--- src/rtl/regfile_wb_queue_if.sv ---
// Interface bundling the producer handshakes, register-file write port,
// forwarding lookups and occupancy of the write-back queue.
//
//   p0_*      pipeline producer (priority)   : valid/dest/data in, ready out
//   p1_*      multi-cycle producer           : valid/dest/data in, ready out
//   wb_stall  write port unavailable this cycle
//   rf_*      register-file write port (load/dest/data)
//   src_*     read-source lookups, hit_*/fwd_* forwarding results
//   count     occupied queue entries
//
// Modports: slave = the queue itself, master = whatever drives the producers
// and observes the write port.
interface regfile_wb_queue_if #(
  parameter int DEPTH = 4,
  parameter int XLEN  = 32
);
  localparam int CNT_W = $clog2(DEPTH) + 1;

  logic             p0_valid;
  logic             p0_ready;
  logic [4:0]       p0_dest;
  logic [XLEN-1:0]  p0_data;

  logic             p1_valid;
  logic             p1_ready;
  logic [4:0]       p1_dest;
  logic [XLEN-1:0]  p1_data;

  logic             wb_stall;
  logic             rf_load;
  logic [4:0]       rf_dest;
  logic [XLEN-1:0]  rf_data;

  logic [4:0]       src_a;
  logic [4:0]       src_b;
  logic             hit_a;
  logic [XLEN-1:0]  fwd_a;
  logic             hit_b;
  logic [XLEN-1:0]  fwd_b;

  logic [CNT_W-1:0] count;

  modport slave (
    input  p0_valid, p0_dest, p0_data,
    input  p1_valid, p1_dest, p1_data,
    input  wb_stall, src_a, src_b,
    output p0_ready, p1_ready,
    output rf_load, rf_dest, rf_data,
    output hit_a, fwd_a, hit_b, fwd_b,
    output count
  );

  modport master (
    output p0_valid, p0_dest, p0_data,
    output p1_valid, p1_dest, p1_data,
    output wb_stall, src_a, src_b,
    input  p0_ready, p1_ready,
    input  rf_load, rf_dest, rf_data,
    input  hit_a, fwd_a, hit_b, fwd_b,
    input  count
  );
endinterface

--- src/rtl/regfile_wb_queue.sv ---
// Write-side feeder for the 32x32 register file.
//
// Two producers (pipeline p0 with priority, multi-cycle unit p1) push
// {dest, data} results into a DEPTH-entry FIFO; one entry retires per cycle
// onto the register-file write port unless wb_stall holds it. Buffered values
// are forwarded combinationally to two read sources, youngest match winning.
//
// Ports:
//   clk  - clock, all state on the rising edge
//   rst  - asynchronous, active-low reset
//   bus  - regfile_wb_queue_if.slave (producers, write port, lookups, count)
module regfile_wb_queue #(
  parameter int DEPTH = 4,
  parameter int XLEN  = 32
) (
  input  logic              clk,
  input  logic              rst,
  regfile_wb_queue_if.slave bus
);
  localparam int PTR_W = $clog2(DEPTH);
  localparam int CNT_W = $clog2(DEPTH) + 1;
  localparam logic [CNT_W-1:0] DEPTH_C = CNT_W'(DEPTH);

  // Entries stay in registers rather than block RAM: forwarding compares
  // every slot against both read sources in the same cycle.
  logic [4:0]       dest_mem [DEPTH];
  logic [XLEN-1:0]  data_mem [DEPTH];
  logic [DEPTH-1:0] valid_reg;
  logic [PTR_W-1:0] rd_ptr_reg;
  logic [PTR_W-1:0] wr_ptr_reg;
  logic [CNT_W-1:0] count_reg;

  logic             not_full;
  logic             head_valid;
  logic             enq_fire;
  logic             enq_store;
  logic             deq_fire;
  logic [4:0]       enq_dest;
  logic [XLEN-1:0]  enq_data;

  logic [DEPTH-1:0] match_a;
  logic [DEPTH-1:0] match_b;
  logic             hit_a;
  logic             hit_b;
  logic [XLEN-1:0]  fwd_a;
  logic [XLEN-1:0]  fwd_b;

  // ---------------------------------------------------------------------
  // Enqueue side. Full blocks acceptance even if the head retires this
  // cycle, so ready never depends on wb_stall.
  // ---------------------------------------------------------------------
  assign not_full     = (count_reg < DEPTH_C);
  assign bus.p0_ready = not_full;
  assign bus.p1_ready = not_full && !bus.p0_valid;

  always_comb begin
    enq_dest = bus.p1_dest;
    enq_data = bus.p1_data;
    if (bus.p0_valid) begin
      enq_dest = bus.p0_dest;
      enq_data = bus.p0_data;
    end
  end

  assign enq_fire  = (bus.p0_valid || bus.p1_valid) && not_full;
  // Writes to x0 complete the handshake but are dropped here.
  assign enq_store = enq_fire && (enq_dest != 5'd0);

  // ---------------------------------------------------------------------
  // Dequeue side. An empty queue never retires, so an entry accepted into
  // an empty queue appears on the write port one cycle later at the earliest.
  // ---------------------------------------------------------------------
  assign head_valid  = (count_reg != '0);
  assign deq_fire    = head_valid && !bus.wb_stall;
  assign bus.rf_load = deq_fire;
  assign bus.rf_dest = head_valid ? dest_mem[rd_ptr_reg] : 5'd0;
  assign bus.rf_data = head_valid ? data_mem[rd_ptr_reg] : '0;
  assign bus.count   = count_reg;

  // ---------------------------------------------------------------------
  // State
  // ---------------------------------------------------------------------
  always_ff @(posedge clk or negedge rst) begin
    if (!rst) begin
      rd_ptr_reg <= '0;
      wr_ptr_reg <= '0;
      count_reg  <= '0;
    end else begin
      if (enq_store) wr_ptr_reg <= wr_ptr_reg + 1'b1;
      if (deq_fire)  rd_ptr_reg <= rd_ptr_reg + 1'b1;
      case ({enq_store, deq_fire})
        2'b10:   count_reg <= count_reg + 1'b1;
        2'b01:   count_reg <= count_reg - 1'b1;
        default: count_reg <= count_reg;
      endcase
    end
  end

  // Enqueue and dequeue never hit the same slot: that would need the queue
  // to be full (enqueue blocked) or empty (dequeue blocked).
  always_ff @(posedge clk or negedge rst) begin
    if (!rst) begin
      valid_reg <= '0;
    end else begin
      for (int i = 0; i < DEPTH; i++) begin
        if (enq_store && (wr_ptr_reg == PTR_W'(i))) begin
          valid_reg[i] <= 1'b1;
        end else if (deq_fire && (rd_ptr_reg == PTR_W'(i))) begin
          valid_reg[i] <= 1'b0;
        end
      end
    end
  end

  // Payload needs no reset: every read of it is qualified by count/valid.
  always_ff @(posedge clk) begin
    if (enq_store) begin
      dest_mem[wr_ptr_reg] <= enq_dest;
      data_mem[wr_ptr_reg] <= enq_data;
    end
  end

  // ---------------------------------------------------------------------
  // Forwarding. Per-slot match flags, then a walk from the head (oldest)
  // toward the tail so the last match seen is the youngest. The head still
  // matches in the cycle it is being written to the register file.
  // ---------------------------------------------------------------------
  genvar gi;
  generate
    for (gi = 0; gi < DEPTH; gi++) begin : g_match
      assign match_a[gi] = valid_reg[gi] && (bus.src_a != 5'd0) && (dest_mem[gi] == bus.src_a);
      assign match_b[gi] = valid_reg[gi] && (bus.src_b != 5'd0) && (dest_mem[gi] == bus.src_b);
    end
  endgenerate

  always_comb begin
    logic [PTR_W-1:0] idx;
    idx   = '0;
    hit_a = 1'b0;
    hit_b = 1'b0;
    fwd_a = '0;
    fwd_b = '0;
    for (int k = 0; k < DEPTH; k++) begin
      idx = rd_ptr_reg + PTR_W'(k);
      if (match_a[idx]) begin
        hit_a = 1'b1;
        fwd_a = data_mem[idx];
      end
      if (match_b[idx]) begin
        hit_b = 1'b1;
        fwd_b = data_mem[idx];
      end
    end
  end

  assign bus.hit_a = hit_a;
  assign bus.fwd_a = fwd_a;
  assign bus.hit_b = hit_b;
  assign bus.fwd_b = fwd_b;

endmodule
--- src/flat_wrapper.sv ---
// flat-port wrapper written by rule: the top's interface ports become plain ports
module regfile_wb_queue_flat 
#(
  parameter int DEPTH = 4,
  parameter int XLEN  = 32
)
  (clk, rst, bus_p0_valid, bus_p0_dest, bus_p0_data, bus_p1_valid, bus_p1_dest, bus_p1_data, bus_wb_stall, bus_src_a, bus_src_b, bus_p0_ready, bus_p1_ready, bus_rf_load, bus_rf_dest, bus_rf_data, bus_hit_a, bus_fwd_a, bus_hit_b, bus_fwd_b, bus_count);
  regfile_wb_queue_if #(.DEPTH(DEPTH), .XLEN(XLEN)) bus_i ();
  input  logic clk;
  input  logic rst;
  input wire logic [$bits(bus_i.p0_valid)-1:0] bus_p0_valid;
  input wire logic [$bits(bus_i.p0_dest)-1:0] bus_p0_dest;
  input wire logic [$bits(bus_i.p0_data)-1:0] bus_p0_data;
  input wire logic [$bits(bus_i.p1_valid)-1:0] bus_p1_valid;
  input wire logic [$bits(bus_i.p1_dest)-1:0] bus_p1_dest;
  input wire logic [$bits(bus_i.p1_data)-1:0] bus_p1_data;
  input wire logic [$bits(bus_i.wb_stall)-1:0] bus_wb_stall;
  input wire logic [$bits(bus_i.src_a)-1:0] bus_src_a;
  input wire logic [$bits(bus_i.src_b)-1:0] bus_src_b;
  output wire logic [$bits(bus_i.p0_ready)-1:0] bus_p0_ready;
  output wire logic [$bits(bus_i.p1_ready)-1:0] bus_p1_ready;
  output wire logic [$bits(bus_i.rf_load)-1:0] bus_rf_load;
  output wire logic [$bits(bus_i.rf_dest)-1:0] bus_rf_dest;
  output wire logic [$bits(bus_i.rf_data)-1:0] bus_rf_data;
  output wire logic [$bits(bus_i.hit_a)-1:0] bus_hit_a;
  output wire logic [$bits(bus_i.fwd_a)-1:0] bus_fwd_a;
  output wire logic [$bits(bus_i.hit_b)-1:0] bus_hit_b;
  output wire logic [$bits(bus_i.fwd_b)-1:0] bus_fwd_b;
  output wire logic [$bits(bus_i.count)-1:0] bus_count;
  assign bus_i.p0_valid = bus_p0_valid;
  assign bus_i.p0_dest = bus_p0_dest;
  assign bus_i.p0_data = bus_p0_data;
  assign bus_i.p1_valid = bus_p1_valid;
  assign bus_i.p1_dest = bus_p1_dest;
  assign bus_i.p1_data = bus_p1_data;
  assign bus_i.wb_stall = bus_wb_stall;
  assign bus_i.src_a = bus_src_a;
  assign bus_i.src_b = bus_src_b;
  assign bus_p0_ready = bus_i.p0_ready;
  assign bus_p1_ready = bus_i.p1_ready;
  assign bus_rf_load = bus_i.rf_load;
  assign bus_rf_dest = bus_i.rf_dest;
  assign bus_rf_data = bus_i.rf_data;
  assign bus_hit_a = bus_i.hit_a;
  assign bus_fwd_a = bus_i.fwd_a;
  assign bus_hit_b = bus_i.hit_b;
  assign bus_fwd_b = bus_i.fwd_b;
  assign bus_count = bus_i.count;
  regfile_wb_queue #(.DEPTH(DEPTH), .XLEN(XLEN)) u_core (.clk(clk), .rst(rst), .bus(bus_i));
endmodule
--- config.mk ---
export PLATFORM = sky130hd
export DESIGN_NAME = regfile_wb_queue_flat
export DESIGN_NICKNAME = d
export VERILOG_FILES = /design/src/rtl/regfile_wb_queue_if.sv /design/src/rtl/regfile_wb_queue.sv /design/src/flat_wrapper.sv
export SDC_FILE = /design/constraint.sdc
export NUM_CORES = 1
export LEC_CHECK = 0
export BUFFER_PORTS_ARGS = -buffer_cell sky130_fd_sc_hd__buf_2
export CAP_MARGIN = 25
export CORE_MARGIN = 2
export CORE_UTILIZATION = 53
export CTS_BUF_LIST = sky130_fd_sc_hd__clkbuf_4 sky130_fd_sc_hd__clkbuf_8
export DETAILED_ROUTE_END_ITERATION = 16
export GPL_TIMING_DRIVEN = 0
export PLACE_DENSITY = 0.73
export RECOVER_POWER = 50
export SLEW_MARGIN = 5
export SYNTH_ARGS = -nofsm -noshare
export SYNTH_HDL_FRONTEND = slang
export SYNTH_SLANG_ARGS = --single-unit
--- constraint.sdc ---
create_clock -name clk -period 6.9 [get_ports clk]
set_input_delay 0.69 -clock clk [delete_from_list [all_inputs] [get_ports clk]]
set_output_delay 0.69 -clock clk [all_outputs]
set_load 0.02 [all_outputs]
==> results <==
- The run finished with clean final reports.
- The total vias in the final route is 9032.
- The total global routing track utilization is 31.1%.
- Buffers placed on the I/O ports in this run total 187.
- The netlist uses 42 different library cells.
- After layout, the minimum clock period comes to 5270 ps.
- Clock-pin slew was measured on the worst setup and hold paths at 100 ps.
- The fill cell instance count of the final layout is 1605.
- For this run, the leading register cell type out of synthesis is sky130_fd_sc_hd__edfxtp_1.
- The hold violation total from the final report was 0.
- The clock skew after layout is 16.0 ps.
- In the final layout, the multi-input gates occupy 0.00625 mm2.
- The capturing element type of the critical path is an output pin.
- The floorplan has 53 rows.
- Measured against its own limit, the worst slew margin works out to 8.10%.
- The share of async-settable or async-resettable flops after synthesis is 6.92%.
- The number of instances resized during post-cts repair is 0.
- Yosys attributes the largest share of cell area to sky130_fd_sc_hd__edfxtp_1, sky130_fd_sc_hd__mux4_2, sky130_fd_sc_hd__mux2_2, sky130_fd_sc_hd__xnor2_1, sky130_fd_sc_hd__nor2b_1.
- Setup repair after global routing left no endpoint under its margin.
- The final worst hold slack is 188 ps.
- The final cell count without fillers is 1304.
- The die boundary width is 151 um.
- The worst min-delay path class is in -> async.
- In this run, post-CTS hold repair placed 0 buffers.
- For the pin with the worst max-slew slack, the measured transition is 1380 ps.
- The initial antenna violation count is 0.
- Setup slack on the worst reg-to-reg path comes out at 3550 ps.
- The fraction of final layout cells with drive strength greater than 1 is 40.6%.
- In this run the standard cell core region covers 0.0211 mm2.
- Summing every instance area after synthesis gives 0.0114 mm2.
- The total of warnings raised by yosys is 0.
- For this run the aggregate overflow at the end of global routing stands at 0.
- Across the VDD grid, the largest voltage drop is 0.246 mV.
- The CTS tree is done.
- The top-level I/O count is 198.
- The setup TNS is 0 ps.
- Total power for the finished layout comes to 5.92 mW.
- The TritonCTS sink count is 159.
- By startpoint and endpoint, the worst setup path is classified as reg -> out.
- The number of max-slew violations in the final report is 0.
- Measured along the y axis, the die boundary spans 151 um.
- The flop and latch count out of synthesis is 159.
- The detailed-router iteration count before antenna repair is 6.
- 0 antenna diodes ended up in the layout.
- Max-cap violations in this run came to 0.
- The DRC violation count after routing is 0.
- The number of buffers on the longest clock path is 2.
- Routability-driven placement finished with a final weighted congestion of 0.865.
- The startpoint type of the worst setup path is a flop.
- Summed over all cells, the static leakage comes to 4.59 nW.
- The maximum number of pins on one net before global-route repair is 30.
- Power spread over the standard cell area amounts to 448 mW/mm2.
- The initial utilization of the core area, before any placement, comes to 54.2%.
- The sequential share of the synthesized area is 41.3%.
- The net total in the final layout is 1115.
- The detail route stage leaves a number of antenna-violating nets equal to 0.
- Synthesis produced a netlist with a net count of 900.
- Compared with the post-synthesis result, the final layout area differs by 15.7%.
- Yosys mapped a number of flops with a built-in enable equal to 148.
- The number of global-route vias before repair is 8824.
- The clock reaches the later pin of the worst-skew pair after 480 ps.
- The cell count after synthesis came out at 801.
- Leaving out fill and tap cells, the most frequent cell in the layout is sky130_fd_sc_hd__buf_2.
- For the worst flop-to-flop path, the logic depth is 9.
- The post-placement setup slack is 2190 ps.
- The post-DP HPWL is 24600 um.
- Across the whole layout, storage elements account for 0.00472 mm2.
- The detailed router finished its first iteration with 961 violations.
- The synthesized area per cell is 14.3 um2.
- The number of buffers inserted to repair setup after CTS is 0.
- The H-tree level count is 4.
- The cell type contributing the most total cell area after synthesis is sky130_fd_sc_hd__edfxtp_1.
- Summed over all layers, the routed wires come to 34900 um.
- The instance count after placement with tap cells included is 1267.
- The full die area is 0.0227 mm2.
- In the final routed layout, each cell accounts on average for 26.8 um.
- The cell chosen for the clock root is sky130_fd_sc_hd__clkbuf_8.
- Derived from the worst setup path, the maximum achievable clock frequency is 0.190 GHz.
- The share of synthesized area in the top cell type comes to 38.9%.
- The largest fanout of any net on the critical path is 10.
- The number of flip-flops under the largest register name is 128.
- TritonCTS created 17 clock buffers.
- The critical path data arrival time is 4580 ps.
- In the layout the commonest cells are sky130_fd_sc_hd__buf_2, sky130_fd_sc_hd__edfxtp_1, sky130_fd_sc_hd__mux4_2, sky130_fd_sc_hd__nor2b_1, sky130_fd_sc_hd__xnor2_1.
- The routed via count divided by cell count is 6.93.
- The first global-routing pass estimated 51400 um of wire.
- The worst setup slack after layout is 1630 ps.
- The final critical-path share of the clock period is 76.4%.
- For the worst setup path, the data required time is 6210 ps.
- Setup violations remaining at the end of the flow were counted as 0.
## per-layer routing
layer  track usage [%]  vias up  wire length, um
li1                  -     3755                -
met1              41.7     4465            12500
met2              49.8      706            16700
met3              8.16      106             4690
met4              10.7        0             1030
met5                 0        -                0
## power breakdown
| part | switching [mW] | total (mW) | internal (mW) |
|---|---|---|---|
| Combinational | 2.13 | 3.78 | 1.65 |
| Clock | 0.385 | 0.675 | 0.290 |
| Sequential | 0.166 | 1.46 | 1.30 |
## area by class of cell
class                   count  area share (%)
flip-flops and latches    159            35.7
clock buffers              17            1.77
well taps                 275            2.60
clock inverters            15            1.04
repair buffers            196            8.20
plain buffers              80            3.11
multi-input cells         553            47.3
inverters                   9           0.256
## worst max-delay path: stages, from the launching register on
cell and delay, ps:
sky130_fd_sc_hd__dfrtp_1 380, sky130_fd_sc_hd__buf_2 280, sky130_fd_sc_hd__inv_1 210, sky130_fd_sc_hd__ha_1 310, sky130_fd_sc_hd__buf_2 190, sky130_fd_sc_hd__buf_2 370, sky130_fd_sc_hd__buf_1 650, sky130_fd_sc_hd__clkbuf_1 650
sky130_fd_sc_hd__mux4_2 370, sky130_fd_sc_hd__o22ai_1 90, sky130_fd_sc_hd__a21oi_1 360, sky130_fd_sc_hd__buf_2 240
## through the flow
stage / area, um2 / util, %
global route: 13200 / 62.7
detailed placement: 12800 / 60.6
finish: 13200 / 62.7
floorplan: 11400 / -
global placement: 12700 / 60.2
CTS: 13200 / 62.4
## cells in the mapped netlist (11+ instances only)
library cell               count
sky130_fd_sc_hd__a21oi_1      32
sky130_fd_sc_hd__a221oi_1     13
sky130_fd_sc_hd__a22oi_1      38
sky130_fd_sc_hd__buf_1        15
sky130_fd_sc_hd__buf_2        23
sky130_fd_sc_hd__buf_6        11
sky130_fd_sc_hd__clkbuf_1     31
sky130_fd_sc_hd__dfrtp_1      11
sky130_fd_sc_hd__edfxtp_1    148
sky130_fd_sc_hd__mux2_2       38
sky130_fd_sc_hd__mux2i_1      17
sky130_fd_sc_hd__mux4_2      139
sky130_fd_sc_hd__nand2_1      32
sky130_fd_sc_hd__nor2b_1      54
sky130_fd_sc_hd__nor3_1       11
sky130_fd_sc_hd__o22ai_1      32
sky130_fd_sc_hd__o31ai_1      16
sky130_fd_sc_hd__xnor2_1      44
## kinds of logic (layout without fill, tap and decap cells)
group                    count (synthesis)  count (layout)  share of synthesized area (%)
XOR/XNOR                                45              45                           3.45
buffers and inverters                   89             317                           3.90
AND/OR/NAND/NOR                        131             131                           6.59
adder cells (fa/ha/maj)                 10              10                           1.16
flip-flops                             159             159                           41.3
multiplexers                           196             196                           32.9
AO/OA/AOI/OAI                          171             171                           10.7
## path summary, 6_finish.rpt
kind                                      startpoint                    to
worst max-delay path            u_core.rd_ptr_reg[1]         bus_fwd_b[22]
worst min-delay path                             rst   u_core.bus.count[2]
worst max register to register  u_core.rd_ptr_reg[1]  u_core.rd_ptr_reg[1]
worst min register to register   u_core.bus.count[0]   u_core.bus.count[0]
max in group asynchronous                        rst   u_core.valid_reg[2]
min in group clk                 u_core.bus.count[0]   u_core.bus.count[0]
Power figures use the tool's default switching activity.
